<file path="src/rtl/vector_pkg.sv">
// vector_pkg: shared types and word-format helpers for the vector list builder.
// Contents: 5-bit FSM state enum, bresenham word field offsets,
// header/terminator low-bit patterns and the end-marker test.
package vector_pkg;

    typedef enum logic [4:0] {
        S_RESET      = 5'd0,
        S_SELECT     = 5'd1,
        S_FETCH      = 5'd2,
        S_EVAL       = 5'd3,
        S_TERM       = 5'd4,
        S_DONE       = 5'd5,
        S_WAIT_FRAME = 5'd6
    } state_t;

    // Word layout {x, y, line, pos}; x starts at Y_LSB + OUT_WIDTH.
    localparam int POS_BIT  = 0;
    localparam int LINE_BIT = 1;
    localparam int Y_LSB    = 2;

    // Header and terminator have zero coordinates, so only {line, pos} is stored.
    localparam logic [1:0] HDR_WORD  = 2'b01;
    localparam logic [1:0] TERM_WORD = 2'b11;

    function automatic logic is_end(input logic [1:0] lp);
        return lp[LINE_BIT] & lp[POS_BIT];
    endfunction

endpackage

</file>
<file path="src/rtl/vector_translate.sv">
// vector_translate: moves a vector point from sprite space to a runtime position.
// Ports: x, y (source point), mid_x, mid_y (sprite mid point),
//        pos_x, pos_y (runtime position), x_out, y_out (translated point, wraps).
module vector_translate #(
    parameter int OUT_WIDTH = 8
) (
    input  logic [OUT_WIDTH-1:0] x,
    input  logic [OUT_WIDTH-1:0] y,
    input  logic [OUT_WIDTH-1:0] mid_x,
    input  logic [OUT_WIDTH-1:0] mid_y,
    input  logic [OUT_WIDTH-1:0] pos_x,
    input  logic [OUT_WIDTH-1:0] pos_y,
    output logic [OUT_WIDTH-1:0] x_out,
    output logic [OUT_WIDTH-1:0] y_out
);

    assign x_out = x - mid_x + pos_x;
    assign y_out = y - mid_y + pos_y;

endmodule

</file>
<file path="src/rtl/vector_list_builder.sv">
// vector_list_builder: copies enabled vector objects from ROM into the drawing RAM once per frame.
// Ports: clk, rst_n (async active-low); halt (drawer busy, low-then-high requests rebuild);
//        go (list complete); state_debug; dataROM/adrROM (1-cycle-latency ROM);
//        weWRITE/adrWRITE/dataWRITE (RAM write port); obj_* (per-object table, slice i = object i);
//        overflow/runaway (sticky per-frame truncation flags).
module vector_list_builder
    import vector_pkg::*;
#(
    parameter int OUT_WIDTH     = 8,
    parameter int ADR_WIDTH     = 16,
    parameter int DATAWIDTH     = 18,
    parameter int N_OBJ         = 4,
    parameter int RAM_DEPTH     = 4096,
    parameter int MAX_OBJ_WORDS = 1024
) (
    input  logic                           clk,
    input  logic                           rst_n,
    input  logic                           halt,
    output logic                           go,
    output logic [4:0]                     state_debug,
    input  logic [DATAWIDTH-1:0]           dataROM,
    output logic [ADR_WIDTH-1:0]           adrROM,
    output logic                           weWRITE,
    output logic [ADR_WIDTH-1:0]           adrWRITE,
    output logic [DATAWIDTH-1:0]           dataWRITE,
    input  logic [N_OBJ-1:0]               obj_en,
    input  logic [N_OBJ-1:0]               obj_rel,
    input  logic [N_OBJ*ADR_WIDTH-1:0]     obj_start,
    input  logic [N_OBJ*OUT_WIDTH-1:0]     obj_mid_x,
    input  logic [N_OBJ*OUT_WIDTH-1:0]     obj_mid_y,
    input  logic [N_OBJ*OUT_WIDTH-1:0]     obj_x,
    input  logic [N_OBJ*OUT_WIDTH-1:0]     obj_y,
    output logic                           overflow,
    output logic                           runaway
);

    localparam int IW = $clog2(N_OBJ + 1);
    localparam int CW = $clog2(MAX_OBJ_WORDS + 1);
    localparam int XL = Y_LSB + OUT_WIDTH;
    localparam int NA = 2 ** IW;

    state_t                 state, state_n;
    logic [IW-1:0]          idx, idx_n;
    logic [CW-1:0]          cnt, cnt_n;
    logic                   go_n, we_n, ovf_n, run_n;
    logic [ADR_WIDTH-1:0]   adr_rom_n, adr_wr_n, wr_next;
    logic [DATAWIDTH-1:0]   data_wr_n, word_out;
    logic [OUT_WIDTH-1:0]   xt, yt;

    // Object table unpacked into power-of-two arrays so the index (which can reach N_OBJ)
    // selects without width mismatch; unused entries read as zero.
    logic                   en_a    [NA];
    logic                   rel_a   [NA];
    logic [ADR_WIDTH-1:0]   start_a [NA];
    logic [OUT_WIDTH-1:0]   mx_a    [NA];
    logic [OUT_WIDTH-1:0]   my_a    [NA];
    logic [OUT_WIDTH-1:0]   px_a    [NA];
    logic [OUT_WIDTH-1:0]   py_a    [NA];

    for (genvar i = 0; i < NA; i++) begin : g_obj
        if (i < N_OBJ) begin : g_v
            assign en_a[i]    = obj_en[i];
            assign rel_a[i]   = obj_rel[i];
            assign start_a[i] = obj_start[i*ADR_WIDTH +: ADR_WIDTH];
            assign mx_a[i]    = obj_mid_x[i*OUT_WIDTH +: OUT_WIDTH];
            assign my_a[i]    = obj_mid_y[i*OUT_WIDTH +: OUT_WIDTH];
            assign px_a[i]    = obj_x[i*OUT_WIDTH +: OUT_WIDTH];
            assign py_a[i]    = obj_y[i*OUT_WIDTH +: OUT_WIDTH];
        end else begin : g_z
            assign en_a[i]    = 1'b0;
            assign rel_a[i]   = 1'b0;
            assign start_a[i] = '0;
            assign mx_a[i]    = '0;
            assign my_a[i]    = '0;
            assign px_a[i]    = '0;
            assign py_a[i]    = '0;
        end
    end

    vector_translate #(.OUT_WIDTH(OUT_WIDTH)) u_translate (
        .x     (dataROM[XL +: OUT_WIDTH]),
        .y     (dataROM[Y_LSB +: OUT_WIDTH]),
        .mid_x (mx_a[idx]),
        .mid_y (my_a[idx]),
        .pos_x (px_a[idx]),
        .pos_y (py_a[idx]),
        .x_out (xt),
        .y_out (yt)
    );

    assign word_out    = rel_a[idx] ? {xt, yt, dataROM[LINE_BIT], dataROM[POS_BIT]} : dataROM;
    assign wr_next     = adrWRITE + 1'b1;
    assign state_debug = state;

    always_comb begin
        state_n   = state;
        idx_n     = idx;
        cnt_n     = cnt;
        we_n      = 1'b0;
        adr_rom_n = adrROM;
        adr_wr_n  = adrWRITE;
        data_wr_n = dataWRITE;
        ovf_n     = overflow;
        run_n     = runaway;
        case (state)
            S_RESET: begin
                ovf_n     = 1'b0;
                run_n     = 1'b0;
                we_n      = 1'b1;
                adr_wr_n  = '0;
                data_wr_n = DATAWIDTH'(HDR_WORD);
                idx_n     = '0;
                state_n   = S_SELECT;
            end
            S_SELECT: begin
                if (idx == IW'(N_OBJ)) begin
                    state_n = S_TERM;
                end else if (!en_a[idx]) begin
                    idx_n = idx + 1'b1;
                end else begin
                    adr_rom_n = start_a[idx];
                    cnt_n     = '0;
                    state_n   = S_FETCH;
                end
            end
            S_FETCH: state_n = S_EVAL;
            S_EVAL: begin
                if (is_end(dataROM[1:0])) begin
                    idx_n   = idx + 1'b1;
                    state_n = S_SELECT;
                end else if (cnt == CW'(MAX_OBJ_WORDS)) begin
                    run_n   = 1'b1;
                    idx_n   = idx + 1'b1;
                    state_n = S_SELECT;
                end else if (wr_next == ADR_WIDTH'(RAM_DEPTH - 1)) begin
                    // Last RAM slot is kept for the terminator.
                    ovf_n   = 1'b1;
                    state_n = S_TERM;
                end else begin
                    we_n      = 1'b1;
                    adr_wr_n  = wr_next;
                    data_wr_n = word_out;
                    adr_rom_n = adrROM + 1'b1;
                    cnt_n     = cnt + 1'b1;
                    state_n   = S_FETCH;
                end
            end
            S_TERM: begin
                we_n      = 1'b1;
                adr_wr_n  = wr_next;
                data_wr_n = DATAWIDTH'(TERM_WORD);
                state_n   = S_DONE;
            end
            S_DONE:       state_n = halt ? S_DONE : S_WAIT_FRAME;
            S_WAIT_FRAME: state_n = halt ? S_RESET : S_WAIT_FRAME;
            default:      state_n = S_RESET;
        endcase
        go_n = (state_n == S_DONE) || (state_n == S_WAIT_FRAME);
    end

    always_ff @(posedge clk or negedge rst_n) begin
        if (!rst_n) begin
            state     <= S_RESET;
            idx       <= '0;
            cnt       <= '0;
            go        <= 1'b0;
            weWRITE   <= 1'b0;
            adrROM    <= '0;
            adrWRITE  <= '0;
            dataWRITE <= '0;
            overflow  <= 1'b0;
            runaway   <= 1'b0;
        end else begin
            state     <= state_n;
            idx       <= idx_n;
            cnt       <= cnt_n;
            go        <= go_n;
            weWRITE   <= we_n;
            adrROM    <= adr_rom_n;
            adrWRITE  <= adr_wr_n;
            dataWRITE <= data_wr_n;
            overflow  <= ovf_n;
            runaway   <= run_n;
        end
    end

endmodule

</file>
<file path="config.mk">
export PLATFORM = sky130hd
export DESIGN_NAME = vector_list_builder
export DESIGN_NICKNAME = d
export VERILOG_FILES = /design/src/rtl/vector_pkg.sv /design/src/rtl/vector_translate.sv /design/src/rtl/vector_list_builder.sv
export SDC_FILE = /design/constraint.sdc
export NUM_CORES = 1
export LEC_CHECK = 0
export CORE_AREA = 2 2 132 134
export CTS_CLUSTER_DIAMETER = 60
export CTS_CLUSTER_SIZE = 12
export DETAILED_ROUTE_END_ITERATION = 12
export DIE_AREA = 0 0 134 136
export PLACE_DENSITY = 0.77
export SYNTH_ARGS = -nofsm -noshare
export SYNTH_HDL_FRONTEND = slang
export SYNTH_SLANG_ARGS = --single-unit
</file>
<file path="constraint.sdc">
create_clock -name clk -period 4 [get_ports clk]
set_input_delay 1 -clock clk [delete_from_list [all_inputs] [get_ports clk]]
set_output_delay 1 -clock clk [all_outputs]
set_load 0.005 [all_outputs]
</file>
# Word level (Yosys, flattened, before mapping)
# Index checks and enable logic that the tools add are counted.
dict set report totals {
  elab_cells 119
  output_inout_bits 59
  reg_bits 73
  input_bits 221
}
dict set report classes {
  n_addsub 8
  reduce_logical 12
  order_cmp 1
  n_bitwise 2
  n_mux 66
  n_eq_ne 20
}
# op n
set op_table {}
lappend op_table {{$mux W16} 10}
lappend op_table {{$bmux W8 S3} 4}
lappend op_table {{$mux W18} 4}
lappend op_table {{$mux W8} 8}
lappend op_table {{$mux W11} 5}
lappend op_table {{$pmux W18 S3} 1}
lappend op_table {{$bmux W16 S3} 1}
lappend op_table {{$pmux W16 S3} 1}
lappend op_table {{$pmux W5 S7} 1}
lappend op_table {{$add A16 B1 Y16 const B} 2}
lappend op_table {{$pmux W16 S2} 1}
lappend op_table {{$eq A5 B3 Y1 const B} 5}
lappend op_table {{$mux W3} 8}
lappend op_table {{$pmux W11 S2} 1}
lappend op_table {{$add A8 B8 Y8} 2}
lappend op_table {{$eq A16 B12 Y1 const B} 1}
lappend op_table {{$ne A2 B2 Y1 const B} 8}
lappend op_table {{$sub A8 B8 Y8} 2}
lappend op_table {{$mux W1} 12}
lappend op_table {{$reduce_and A4 Y1} 3}
lappend op_table {{$add A11 B1 Y11 const B} 1}
lappend op_table {{$eq A11 B11 Y1 const B} 1}
lappend op_table {{$eq A5 B2 Y1 const B} 2}
lappend op_table {{$mux W5} 2}
lappend op_table {{other kinds (18)} 23}

# Logic depth before layout (Yosys ltp)
# Gate-level depths: netlist (run 1).
dict set report depth {
  ltp_word 11
  ltp_mapped 16
}

# By module
# From an unflattened synthesis (run 1), not the netlist that was laid out.
dict set report unflattened {
  cells_unflattened 736
  area_unflattened_um2 6947.9
}
# mod seq_area_each_um2 n_inst cells_each area_per_inst_um2
set by_module_without_submodules {}
lappend by_module_without_submodules {vector_list_builder 1826.8 1 604 5899.4}
lappend by_module_without_submodules {vector_translate 0.0 1 132 1048.5}

# Worst setup path before layout (run 1)
# OpenSTA, ideal clock, no wires.
dict set report synth_path {
  kind {register to register}
  startpoint {register idx[0]}
  endpoint {register dataWRITE[15]}
  setup_time_ns 0.125
  path_stages_with_launch 16
  path_slack_ns -0.039
  synth_period_minus_slack_ns 4.039
  path_buffers 3
  arrival_ns 3.914
  path_cell_list {dfrtp_1 -> buf_2 -> buf_2 -> buf_2 -> mux4_2 -> nor2b_1 -> fa_1 -> inv_1 -> ha_1 -> nand2_1 -> o311ai_0 -> nor2_1 -> xnor2_1 -> mux2i_1 -> nor2_1 -> mux2_4}
}
dict set report synth_between {
  elab_chain_len 11
  word_cells_on_any_way 17
}
# element line_no
set synth_lines {}
lappend synth_lines {{start, declared} vector_list_builder.sv:43} ;# logic [IW-1:0] idx, idx_n;
lappend synth_lines {{start signal, assigned} vector_list_builder.sv:175} ;# idx <= idx_n;
lappend synth_lines {{$not A3 Y4 (not written as such) (*)} {vector_list_builder.sv:83, vector_list_builder.sv:85, vector_list_builder.sv:91}}
lappend synth_lines {{$bmux W8 S3} vector_list_builder.sv:83} ;# .mid_x (mx_a[idx]),
lappend synth_lines {{$mux W8 (not written as such) (2 in series)} vector_list_builder.sv:83}
lappend synth_lines {{$sub A8 B8 Y8} vector_translate.sv:17} ;# assign x_out = x - mid_x + pos_x;
lappend synth_lines {{$add A8 B8 Y8} vector_translate.sv:17}
lappend synth_lines {{$mux W18 (*)} vector_list_builder.sv:91} ;# assign word_out = rel_a[idx] ? {xt, yt, dataROM[LINE_BIT], dataROM[POS_BIT]} : dataROM;
lappend synth_lines {{$mux W18 (*)} vector_list_builder.sv:135} ;# end else if (wr_next == ADR_WIDTH'(RAM_DEPTH - 1)) begin
lappend synth_lines {{$mux W18 (*)} vector_list_builder.sv:131} ;# end else if (cnt == CW'(MAX_OBJ_WORDS)) begin
lappend synth_lines {{$mux W18 (*)} vector_list_builder.sv:128} ;# if (is_end(dataROM[1:0])) begin
lappend synth_lines {{$pmux W18 S3 (*)} vector_list_builder.sv:105} ;# case (state)
lappend synth_lines {{end signal, assigned} vector_list_builder.sv:181} ;# dataWRITE <= data_wr_n;
lappend synth_lines {{end, declared} vector_list_builder.sv:25} ;# output logic [DATAWIDTH-1:0] dataWRITE,
# Every way passes the cells marked *; elsewhere a longest branch is shown, timed or not. The select of a mux whose other input is x is not followed.
# A chain may end at the register's enable or synchronous reset.

# Worst setup path after layout (run 1)
dict set report layout_path {
  startpoint {input port obj_mid_x[25]}
  endpoint {register dataWRITE[17]}
}
dict set report layout_between {
  elab_chain_len 10
}
# element line_no
set layout_lines {}
lappend layout_lines {{start, declared} vector_list_builder.sv:29} ;# input logic [N_OBJ*OUT_WIDTH-1:0] obj_mid_x,
lappend layout_lines {{$bmux W8 S3} vector_list_builder.sv:83}
lappend layout_lines {{$mux W8 (not written as such) (2 in series)} vector_list_builder.sv:83}
lappend layout_lines {{$sub A8 B8 Y8} vector_translate.sv:17}
lappend layout_lines {{$add A8 B8 Y8} vector_translate.sv:17}
lappend layout_lines {{$mux W18} vector_list_builder.sv:91}
lappend layout_lines {{$mux W18} vector_list_builder.sv:135}
lappend layout_lines {{$mux W18} vector_list_builder.sv:131}
lappend layout_lines {{$mux W18} vector_list_builder.sv:128}
lappend layout_lines {{$pmux W18 S3} vector_list_builder.sv:105}
# No other way between the ends. The select of a mux whose other input is x is not followed.

==> results of run 1 <==
Yosys cell counts (3+ instances only):
cell type	n
xor2_1	13
o22ai_1	9
mux2_4	8
nand3_1	24
dfrtp_1	73
mux4_2	48
clkbuf_1	27
a211o_1	3
nand2b_1	16
and3_1	13
or4_1	4
nor3_1	13
inv_1	58
xnor2_1	15
nand2_1	54
o2bb2ai_1	4
a21o_1	3
o21ai_0	31
nand3b_1	4
o31ai_1	18
mux2_2	7
nor4_1	3
buf_2	7
nor2_1	44
o21bai_1	3
a31oi_1	14
or2_2	6
buf_1	4
nor2b_1	19
mux2i_1	12
ha_1	23
a211oi_1	3
nand4_1	7
o41ai_1	5
or3_1	7
fa_1	14
a21oi_1	45
flip-flops by register name, summed over array words and instances, names as in the netlist:
signal       flops
go               1
cnt             11
overflow         1
dataWRITE       18
idx              3
state_debug      5
weWRITE          1
adrWRITE        16
adrROM          16
runaway          1
path summary, 6_finish.rpt:
| kind | start | end | slack, ns | cells after the start |
|---|---|---|---|---|
| setup / recovery | obj_mid_x[25] | dataWRITE[17]$_DFFE_PN0P_ | 0.1 | 13 |
| hold / removal | dataWRITE[17]$_DFFE_PN0P_ | dataWRITE[17]$_DFFE_PN0P_ | 0.50 | 1 |
| setup reg to reg | idx[0]$_DFFE_PN0P_ | dataWRITE[17]$_DFFE_PN0P_ | 0.27 | 13 |
| hold reg to reg | dataWRITE[17]$_DFFE_PN0P_ | dataWRITE[17]$_DFFE_PN0P_ | 0.50 | 1 |
| max in group asynchronous | rst_n | state_debug[4]$_DFF_PN0_ | 2.54 | 2 |
| min in group asynchronous | rst_n | cnt[7]$_DFFE_PN0P_ | 0.75 | 1 |
power groups by stage:
stage / sequential [mW] / clock [mW] / combinational, mW
after floorplan: 0.956 / 0 / 0.928
after global placement: 0.995 / 0 / 1.54
after detailed placement: 0.994 / 0 / 1.58
after CTS: 0.984 / 0.953 / 1.58
after global routing: 1.00 / 0.988 / 1.79
final: 0.985 / 0.936 / 1.61
metrics by stage:
step	cell area, µm²	hold slack (ns)	std cells	util, %
final	10100	0.500	1203	59.9
after global routing	10100	0.519	1203	59.9
after CTS	10100	0.504	1203	59.7
after detailed placement	9740	0.487	1188	57.7
after global placement	9740	0.475	1188	57.7
after floorplan	6630	0.467	699	-
metal layers:
metal,up-vias,share of wire [%],GRT usage [%]
li1,3106,-,-
met1,3158,43,31.7
met2,242,51,40.9
met3,17,5.2,4.03
met4,0,1.4,5.26
met5,-,0,0
worst reg2reg max path, delay by kind of cell (launching register included):
family | cells | cell delay, ns
AO/OA/AOI/OAI | 4 | 0.82
flip-flops | 1 | 0.68
adder cells (fa/ha/maj) | 2 | 0.66
multiplexers | 1 | 0.52
buffers and inverters | 2 | 0.36
XOR/XNOR | 2 | 0.34
AND/OR/NAND/NOR | 2 | 0.23
placed cells by master, fill, tap and decap left out, types with 16 or more instances in the layout:
cell	instances
clkdlybuf4s50_1	278
dfrtp_1	71
inv_1	58
nand2_1	54
mux4_2	48
nor2_1	44
a21oi_1	42
o21ai_0	31
buf_4	26
nand3_1	24
ha_1	23
nor2b_1	19
o31ai_1	18
nand2b_1	16
layout make-up:
type	count	area, µm²	area share (%)
Tap cell	225	282	2.79
Clock buffer	10	239	2.36
Clock inverter	5	104	1.03
Sequential cell	73	1830	18.1
Inverter	59	224	2.22
Timing Repair Buffer	305	3000	29.7
Multi-Input combinational cell	526	4430	43.8
cells by family after synthesis:
logic type	Yosys count	share of synthesized area (%)
AO/OA/AOI/OAI	157	15.0
XOR/XNOR	28	3.71
adder cells (fa/ha/maj)	37	8.58
buffers and inverters	100	6.03
flip-flops	73	27.6
multiplexers	75	21.2
other	1	0.0567
AND/OR/NAND/NOR	227	17.8
==> summary.md, run 1 <==
| Metric | Value |
|---|---|
| Status | finished, final reports clean |
| Time the worst path needs with I/O delays and setup | about 3.9 ns |
| IO buf count | 279 |
| Total gr overflow | 0 |
| Final ANT Viol Nets | 0 |
| DIE AREA | 18,200 µm² |
| Worst VDD drop | 0.251 mV |
| CP required | about 4.2 ns |
| Pwr Density | 349 nW/µm² |
| Clock transition at the registers of the reported paths | 0.06 ns |
| Area grow syn2layout | 52.7% |
| Period utilization | 97.5% |
| Initial antenna violation count | 0 |
| Overall power | 3.53 mW |
| Final hold violation count | 0 |
| Comb pwr share | 45.6% |
| CP Launch Type | primary input |
| Reg power frac | roughly 28% |
| Routability Congestion | 0.886 |
| Number of global-route vias before repair | 6,412 |
| Share of layout cells above drive strength 1 | 13.2% |
| Largest delay contributor family on the critical path | compound AO/OA/AOI/OAI gates |
| Crit-path most repeated cell | xnor2_1 |
| Post-synth EDFFs | 0 |
| Crit path kind | primary input to register |
| Dominant cells by area after synthesis | dfrtp_1 (28%), mux4_2 (16%), ha_1 (4.3%), fa_1 (4.2%), a21oi_1 (3.4%) |
| Crit-path slowest cell | fa_1 |
| Final HPWL DP | 17,500 µm |
| Die width | 134 µm |
| Clock Power Share | 26.5% |
| Worst-path cell chain | clkdlybuf4s50_1, mux4_2, nor2b_1, fa_1, inv_1, ha_1, a21oi_1, o311ai_1, o41ai_1, xnor2_1, nor2_1, xnor2_1, o2bb2ai_1 |
| Vias | 6,523 |
| Clk buf depth | 2 |
| Top Ports | 280 |
| Post-Route Skew | just under 0.007 ns |
| Yosys cell types | 69 |
| Vias per cell | 5.42 |
| Setup TNS | 0 ns |
| FF+latch count, synth | 73 |
| Area of the mapped netlist | 6620 µm² |
| Nets | 1,232 |
| HP Class | register to register |
| Setup bufs post-CTS | 0 |
| Ys Warns | 0 |
| Fill cell count | 1,420 |
| Antenna cells | 0 |
| Max_cap viols | 0 |
| Area leader, netlist | dfrtp_1 |
| Die Height | 136 µm |
| Pleak | a little over 4 nW |
| Total CTS buffers | 9 |
| Sequential share of the synthesized area | between 20% and 30% |
| WP buf/inv | 2 |
| Internal | 2.40 mW |
| Crit path largest cell delay | 0.53 ns |
| Synth top area share | 27.6% |
| Total GRT Usage | 23.8% |
| Sink Count | 73 |
| CP endpoint kind | register |
| Initial Util | 39.2% |
| Core area | 16,900 µm² |
| PostCTS Resize Cnt | 0 |
| Final wirelength | 21,500 µm |
| PnR worst setup slack | slightly below 0.1 ns |
| CTS hold repair buffers | 0 |
| Synth Instances | 698 |
| Rows | 48 |
| Root Driver | clkbuf_16 |
| DP Worst Slack | -0.300 ns |
| Worst-skew pair later-pin latency | ~0.34 ns |
| Htree depth | 3 |
| Wire per inst | 17.9 µm |
| Critical path arrival | 4.11 ns |
| Setup violators final | 0 |
| DR iter-0 viols | 561 |
| Final max-slew violation count | 0 |
| Drt pass-1 iters | 5 |
| Rel. slew slack | a little under half |
| Ys flop type | dfrtp_1 |
| Crit path max fanout | 2 |
| RSZ-0062 raised after global routing | true |
| Sw frac | about a third |
| Slew @ Worst Pin | 0.818 ns |
| Max Fclk | about 260 MHz |
| Asr flop ratio synth | 100% |
| Post-Syn Area per Cell | 9.48 µm² |
| Clock tree from TritonCTS | done |
| Sw power | between 1 and 1.5 mW |
| Largest net degree at the start of global routing | 63 |
| Residual DRC | 0 |
| First-pass GRT wire length | 34,100 µm |
(Power assumes the default switching activity.)
==> run 2: changes to the inputs <==
Settings changed: CORE_AREA 2 2 132 134 to 2 2 157 159, DIE_AREA 0 0 134 136 to 0 0 159 161, PLACE_DENSITY 0.77 to 0.55.
Clock period 4 ns to 4.8 ns, I/O delays scaled along.
==> run 2 against run 1 <==
  * Flip-flop and latch count unchanged
  * Setup slack improved by 0.57 ns
  * Total power decreased by 21%
  * Cell count increased by 7.1%
  * Sequential power decreased by 16%
  * Die area increased by 40%
  * Clock skew about the same
  * Worst hold slack got worse by 0.0071 ns
  * Sequential share of layout area increased by 0.077 points
  * First-iteration DRC count decreased by 40%
  * Via count decreased by 2.8%
  * Global-route usage decreased by 6.0 points
  * Largest power group unchanged
  * Highest routed layer unchanged
==> summary.md, run 2 (synthesis results as in run 1) <==
| Metric | Value |
|---|---|
| Overall power | 2.80 mW (was 3.53 mW) |
| WHS Path Cells | 1 (unchanged) |
| Commonest cells after routing, fill and taps aside | clkdlybuf4s50_1 (278), dfrtp_1 (71), inv_1 (58) (unchanged) |
| Final ANT Viol Nets | 0 (unchanged) |
| Pwr Density | 278 nW/µm² (was 349 nW/µm²) |
| Clk buf depth | 2 (unchanged) |
| Share of layout cells above drive strength 1 | 11.3% (was 13.2%) |
| Max Fclk | 242 MHz |
| Critical path arrival | 4.35 ns (was 4.11 ns) |
| Wire per inst | 17.6 µm (was 17.9 µm) |
| Final hold violation count | 0 (unchanged) |
| PostCTS Resize Cnt | 0 (unchanged) |
| Finished Cell Area | 10,100 µm² (about the same) |
| Nets | 1,217 (was 1,232) |
| CP Launch Type | primary input (unchanged) |
| Fill cell count | 2,407 (was 1,420) |
| Initial Util | 27.6% (was 39.2%) |
| Die Height | 161 µm (was 136 µm) |
| Period utilization | between 80% and 90% |
| CP required | 5.02 ns (was 4.21 ns) |
| Worst reg2reg path depth | 12 (was 13) |
| CP endpoint kind | register (unchanged) |
| Clock tree from TritonCTS | done (unchanged) |
| Worst VDD drop | 0.178 mV (was 0.251 mV) |
| DIE AREA | 25,600 µm² (was 18,200 µm²) |
| IO buf count | 279 (unchanged) |
| Pleak | 3.96 nW (was 4.06 nW) |
| DR iter-0 viols | 337 (was 561) |
| HP Class | register to register (unchanged) |
| Final max-slew violation count | 0 (unchanged) |
| Clock transition at the registers of the reported paths | 0.06 ns (about the same) |
| Vias | 6,339 (was 6,523) |
| Residual DRC | 0 (unchanged) |
| Drt pass-1 iters | 5 (unchanged) |
| Sink Count | 73 (unchanged) |
| Rows | 57 (was 48) |
| Biggest register | dataWRITE (unchanged) |
| Core area | 24,000 µm² (was 16,900 µm²) |
| Htree depth | 3 (unchanged) |
| Most common cell after layout, fill and taps aside | clkdlybuf4s50_1 (unchanged) |
| Total CTS buffers | 9 (unchanged) |
| Number of global-route vias before repair | 6,582 (was 6,412) |
| Crit path max fanout | 5 (was 2) |
| Top Ports | 280 (unchanged) |
| Root Driver | clkbuf_16 (unchanged) |
| Max reg flops | 18 (unchanged) |
| Max_cap viols | 0 (unchanged) |
| Antenna cells | 0 (unchanged) |
| Final HPWL DP | 18,300 µm (was 17,500 µm) |
| DP Area | 9750 µm² (was 9740 µm²) |
| Final wirelength | 22,600 µm (was 21,500 µm) |
| Hold Worst Slack | 0.493 ns (was 0.500 ns) |
| Rel. slew slack | 45.0% (was 45.5%) |
| Status | finished, final reports clean (unchanged) |
| Worst-skew pair later-pin latency | 0.34 ns (about the same) |
| Largest net degree at the start of global routing | 46 (was 63) |
| Post-Route Skew | 0.00697 ns (was 0.00683 ns) |
| Initial antenna violation count | 0 (unchanged) |
| Vias per cell | 4.92 (was 5.42) |
| Setup bufs post-CTS | 0 (unchanged) |
| First-pass GRT wire length | 35,900 µm (was 34,100 µm) |
| Crit path kind | primary input to register (unchanged) |
| Total GRT Usage | 17.8% (was 23.8%) |
| Area grow syn2layout | 52.1% (was 52.7%) |
| Total gr overflow | 0 (unchanged) |
| Time the worst path needs with I/O delays and setup | about 4.1 ns |
| Largest regs | dataWRITE x18, adrROM x16, adrWRITE x16 (unchanged) |
| Slew @ Worst Pin | 0.825 ns (was 0.818 ns) |
| Routability Congestion | 0.870 (was 0.886) |
| Setup violators final | 0 (unchanged) |
| RSZ-0062 raised after global routing | false (was true) |
| Die width | 159 µm (was 134 µm) |
| Setup TNS | 0 ns (unchanged) |
| CTS hold repair buffers | 0 (unchanged) |
[run 2: changes by cell type in the layout (fill, tap and decap cells not counted), moves of 2 or more]
cell	previous run	this run
a21oi_1	42	45
a21oi_2	3	0
buf_4	26	11
bufinv_16	3	1
clkbuf_8	1	3
clkinvlp_4	0	2
[run 2: metal layers]
layer | wire length (µm) | track usage (%) | vias to the layer above | share of wire, %
met5 | 0 | 0 | - | 0
met2 | 11200 | 31.1 | 244 | 50
li1 | - | - | 3073 | -
met4 | 413 | 5.17 | 0 | 1.8
met1 | 9500 | 22.4 | 3002 | 42
met3 | 1480 | 3.60 | 20 | 6.6
[run 2: path summary, 6_finish.rpt]
check,endpoint,slack [ns],start
worst max-delay path,dataWRITE[15]$_DFFE_PN0P_,0.67,obj_mid_x[20]
worst min-delay path,dataWRITE[17]$_DFFE_PN0P_,0.49,dataWRITE[17]$_DFFE_PN0P_
worst max register to register,dataWRITE[9]$_DFFE_PN0P_,1.01,idx[0]$_DFFE_PN0P_
worst min register to register,dataWRITE[17]$_DFFE_PN0P_,0.49,dataWRITE[17]$_DFFE_PN0P_
max in group asynchronous,adrROM[1]$_DFFE_PN0P_,3.12,rst_n
min in group asynchronous,adrWRITE[0]$_DFFE_PN0P_,0.86,rst_n
[run 2: power by group]
group	switching, mW	total (mW)	internal, mW
logic	0.533	1.25	0.716
registers	0.128	0.827	0.699
clock network	0.279	0.724	0.445
total	0.940	2.80	1.86
[run 2: through the flow]
stage               instances  util [%]  setup slack (ns)
global route             1288      42.0             0.430
floorplan                 699         -             0.761
finish                   1288      42.0             0.667
detailed placement       1272      40.7             0.323
global placement         1272      40.7             0.319
CTS                      1288      42.0             0.662
[run 2: area by class of cell]
| class | count | area, µm² | area share [%] |
|---|---|---|---|
| clock buffer | 12 | 267 | 2.65 |
| timing repair buffer | 290 | 2890 | 28.7 |
| inverter | 59 | 224 | 2.22 |
| sequential | 73 | 1830 | 18.2 |
| clock inverter | 4 | 50.0 | 0.497 |
| tap | 324 | 405 | 4.03 |
| multi-input combinational | 526 | 4400 | 43.7 |
[run 2: critical path: stages]
cell and delay [ns]:
clkdlybuf4s50_1 0.41, mux4_2 0.46, nor2b_1 0.16, fa_1 0.54, inv_1 0.04, ha_1 0.36, nand2_1 0.08, o311ai_0 0.42
nor2_1 0.10, xnor2_1 0.14, mux2i_1 0.12, nor2_1 0.05, mux2_4 0.26
==> run 3: changes to the inputs <==
Settings changed: CAP_MARGIN from default to 25, PLACE_DENSITY 0.55 to 0.57.
Clock period 4.8 ns to 3.6 ns, I/O delays scaled along.
==> run 3 against run 2 <==
  * Global-route usage up 0.66 points
  * Register-to-register slack worse by 0.84 ns
  * Non-clock buffer count up 35
  * First-iteration DRC count down 3.9%
  * Utilization up 2.9 points
  * Critical endpoint unchanged
  * Largest cell class unchanged
  * Largest power group unchanged
==> summary.md, run 3 (synthesis results as in run 1) <==
| Metric | Value |
|---|---|
| HP Class | primary input to asynchronous set/reset pin (was register to register) |
| Time the worst path needs with I/O delays and setup | 3.55 ns |
| R2R Path Start | idx[0]$_DFFE_PN0P_ (unchanged) |
| CP endpoint kind | register (unchanged) |
| Max reg flops | 18 (unchanged) |
| Setup violators final | 0 (unchanged) |
| Number of global-route vias before repair | 6,717 (was 6,582) |
| Worst-skew pair later-pin latency | 0.34 ns (about the same) |
| DR iter-0 viols | 324 (was 337) |
| Htree depth | 3 (unchanged) |
| Worst VDD drop | 0.215 mV (was 0.178 mV) |
| IO buf count | 279 (unchanged) |
| Crit path kind | primary input to register (unchanged) |
| Vias | 6,565 (was 6,339) |
| Largest net degree at the start of global routing | 74 (was 46) |
| Cell count after placement | 1,300 (was 1,272) |
| Pleak | 4.47 nW (was 3.96 nW) |
| Share of layout cells above drive strength 1 | 18.9% (was 11.3%) |
| Initial antenna violation count | 7 (was 0) |
| Core area | 24,000 µm² (unchanged) |
| Overall power | 4.12 mW (was 2.80 mW) |
| Slew @ Worst Pin | 0.856 ns (was 0.825 ns) |
| Largest regs | dataWRITE x18, adrROM x16, adrWRITE x16 (unchanged) |
| Sw frac | 35.1% (was 33.6%) |
| Crit path largest cell delay | 0.49 ns (was 0.54 ns) |
| Rows | 57 (unchanged) |
| Final ANT Viol Nets | 0 (unchanged) |
| Clock transition at the registers of the reported paths | 0.06 ns (about the same) |
| Rel. slew slack | 42.9% (was 45.0%) |
| Internal | 2.67 mW (was 1.86 mW) |
| CP Launch Type | primary input (unchanged) |
| Clock Power Share | 20.0% (was 25.9%) |
| Nets | 1,252 (was 1,217) |
| Max_cap viols | 0 (unchanged) |
| Post-Route Skew | 0.00923 ns (was 0.00697 ns) |
| Crit path max fanout | 3 (was 5) |
| Residual DRC | 0 (unchanged) |
| Top Ports | 280 (unchanged) |
| Worst-path cell chain | clkdlybuf4s50_1, mux4_2, nor2b_4, fa_1, inv_1, ha_4, nand2_4, o311ai_4, nor2_2, xnor2_1, mux2i_1, nor2_1, mux2_4 (was clkdlybuf4s50_1, mux4_2, nor2b_1, fa_1, inv_1, ha_1, nand2_1, o311ai_0, nor2_1, xnor2_1, mux2i_1, nor2_1, mux2_4) |
| CP Launch Point | obj_mid_x[19] (was obj_mid_x[20]) |
| Total gr overflow | 0 (unchanged) |
| Die Height | 161 µm (unchanged) |
| Pwr Density | 383 nW/µm² (was 278 nW/µm²) |
| CP required | 3.82 ns (was 5.02 ns) |
| Root Driver | clkbuf_16 (unchanged) |
| Most common cell after layout, fill and taps aside | clkdlybuf4s50_1 (unchanged) |
| Max Fclk | 281 MHz |
| Area grow syn2layout | 62.6% (was 52.1%) |
| Wire per inst | 18.1 µm (was 17.6 µm) |
| Final wirelength | 24,000 µm (was 22,600 µm) |
| Reg power frac | 26.4% (was 29.5%) |
| Biggest register | dataWRITE (unchanged) |
| Critical path arrival | 3.78 ns (was 4.35 ns) |
| Crit-path slowest cell | fa_1 (unchanged) |
| Final hold violation count | 0 (unchanged) |
| Initial Util | 27.6% (unchanged) |
| Commonest cells after routing, fill and taps aside | clkdlybuf4s50_1 (247), dfrtp_1 (71), nand2_1 (51) (was clkdlybuf4s50_1 (278), dfrtp_1 (71), inv_1 (58)) |
| Final max-slew violation count | 0 (unchanged) |
| Clock tree from TritonCTS | done (unchanged) |
| Sink Count | 73 (unchanged) |
| Die width | 159 µm (unchanged) |
| Sw power | 1.44 mW (was 0.940 mW) |
| Period utilization | 98.7% |
| CTS hold repair buffers | 0 (unchanged) |
| Non-filler cells, final | 1,329 (was 1,288) |
| Drt pass-1 iters | 4 (was 5) |
| R2r setup slk | 0.17 ns (was 1.01 ns) |
| Routability Congestion | 0.856 (was 0.870) |
| Vias per cell | 4.94 (was 4.92) |
| Clk buf depth | 2 (unchanged) |
| Setup TNS | 0 ns (unchanged) |
| Total GRT Usage | 18.5% (was 17.8%) |
| DIE AREA | 25,600 µm² (unchanged) |
| Status | finished, final reports clean (unchanged) |
| Comb pwr share | 53.6% (was 44.6%) |
| Final HPWL DP | 18,900 µm (was 18,300 µm) |
| Total CTS buffers | 9 (unchanged) |
| First-pass GRT wire length | 37,000 µm (was 35,900 µm) |
run 3: changes by cell type in the layout (fill, tap and decap cells not counted), moves of 5 or more:
cell / previous run / this run
inv_2: 0 / 8
diode_2: 0 / 6
a21oi_1: 45 / 40
ha_4: 0 / 10
nor2b_4: 0 / 9
dlymetal6s2s_1: 0 / 29
inv_1: 58 / 49
ha_1: 23 / 12
buf_4: 11 / 41
nor2b_1: 19 / 10
clkdlybuf4s50_1: 278 / 247
run 3: power by group through the flow:
stage / sequential [mW] / combinational, mW / clock [mW]
after floorplan: 1.06 / 1.04 / 0
after global placement: 1.10 / 1.79 / 0
after detailed placement: 1.10 / 1.81 / 0
after CTS: 1.09 / 2.03 / 0.849
after global routing: 1.11 / 2.40 / 0.883
final: 1.09 / 2.21 / 0.824
run 3: worst max-delay path: cells and delay by family:
family / cells / cell delay (ns)
buffers and inverters: 2 / 0.46
AND/OR/NAND/NOR: 4 / 0.37
multiplexers: 3 / 0.86
AO/OA/AOI/OAI: 1 / 0.26
adder cells (fa/ha/maj): 2 / 0.78
XOR/XNOR: 1 / 0.14
run 3: cell type report:
class | count | area [µm²]
diodes | 6 | 15.0
clock buffers | 13 | 240
clock inverters | 3 | 17.5
fillers | 2374 | 13200
inverters | 59 | 226
multi-input cells | 526 | 4750
flip-flops and latches | 73 | 1830
well taps | 324 | 405
repair buffers | 325 | 3270
run 3: final timing paths:
path | endpoint | cells past startpoint
min in group clk | dataWRITE[17]$_DFFE_PN0P_ | 1
min | adrWRITE[0]$_DFFE_PN0P_ | 1
max in group asynchronous | idx[0]$_DFFE_PN0P_ | 2
min reg2reg | dataWRITE[17]$_DFFE_PN0P_ | 1
max reg2reg | dataWRITE[16]$_DFFE_PN0P_ | 14
max | dataWRITE[15]$_DFFE_PN0P_ | 13
run 3: layer usage:
metal  up-vias  track usage [%]  part of all wire (%)
li1       3155                -                     -
met1      3174             23.5                    42
met2       213             31.3                    49
met3        19             4.65                   6.9
met4         4             5.21                   1.3
met5         -                0                  0.10
run 3: through the flow:
stage / instance area, µm² / util (%) / hold WS, ns / setup slack (ns)
3_5_place_dp: 9980 / 41.7 / 0.486 / -0.603
3_3_place_gp: 9980 / 41.7 / 0.472 / -0.561
6_report: 10800 / 44.9 / 0.378 / 0.0456
4_1_cts: 10500 / 43.6 / 0.499 / 0.00762
5_1_grt: 10800 / 44.9 / 0.358 / -0.0139
2_1_floorplan: 6650 / - / 0.467 / 0.00835
run 3: timing repair:
item | 4_1_cts | 5_1_grt
pin swaps | 24 | 48
gates cloned | 0 | 0
setup endpoints to repair | 8 | 8
resized for setup | 35 | 71
buffers inserted | 2 | 4
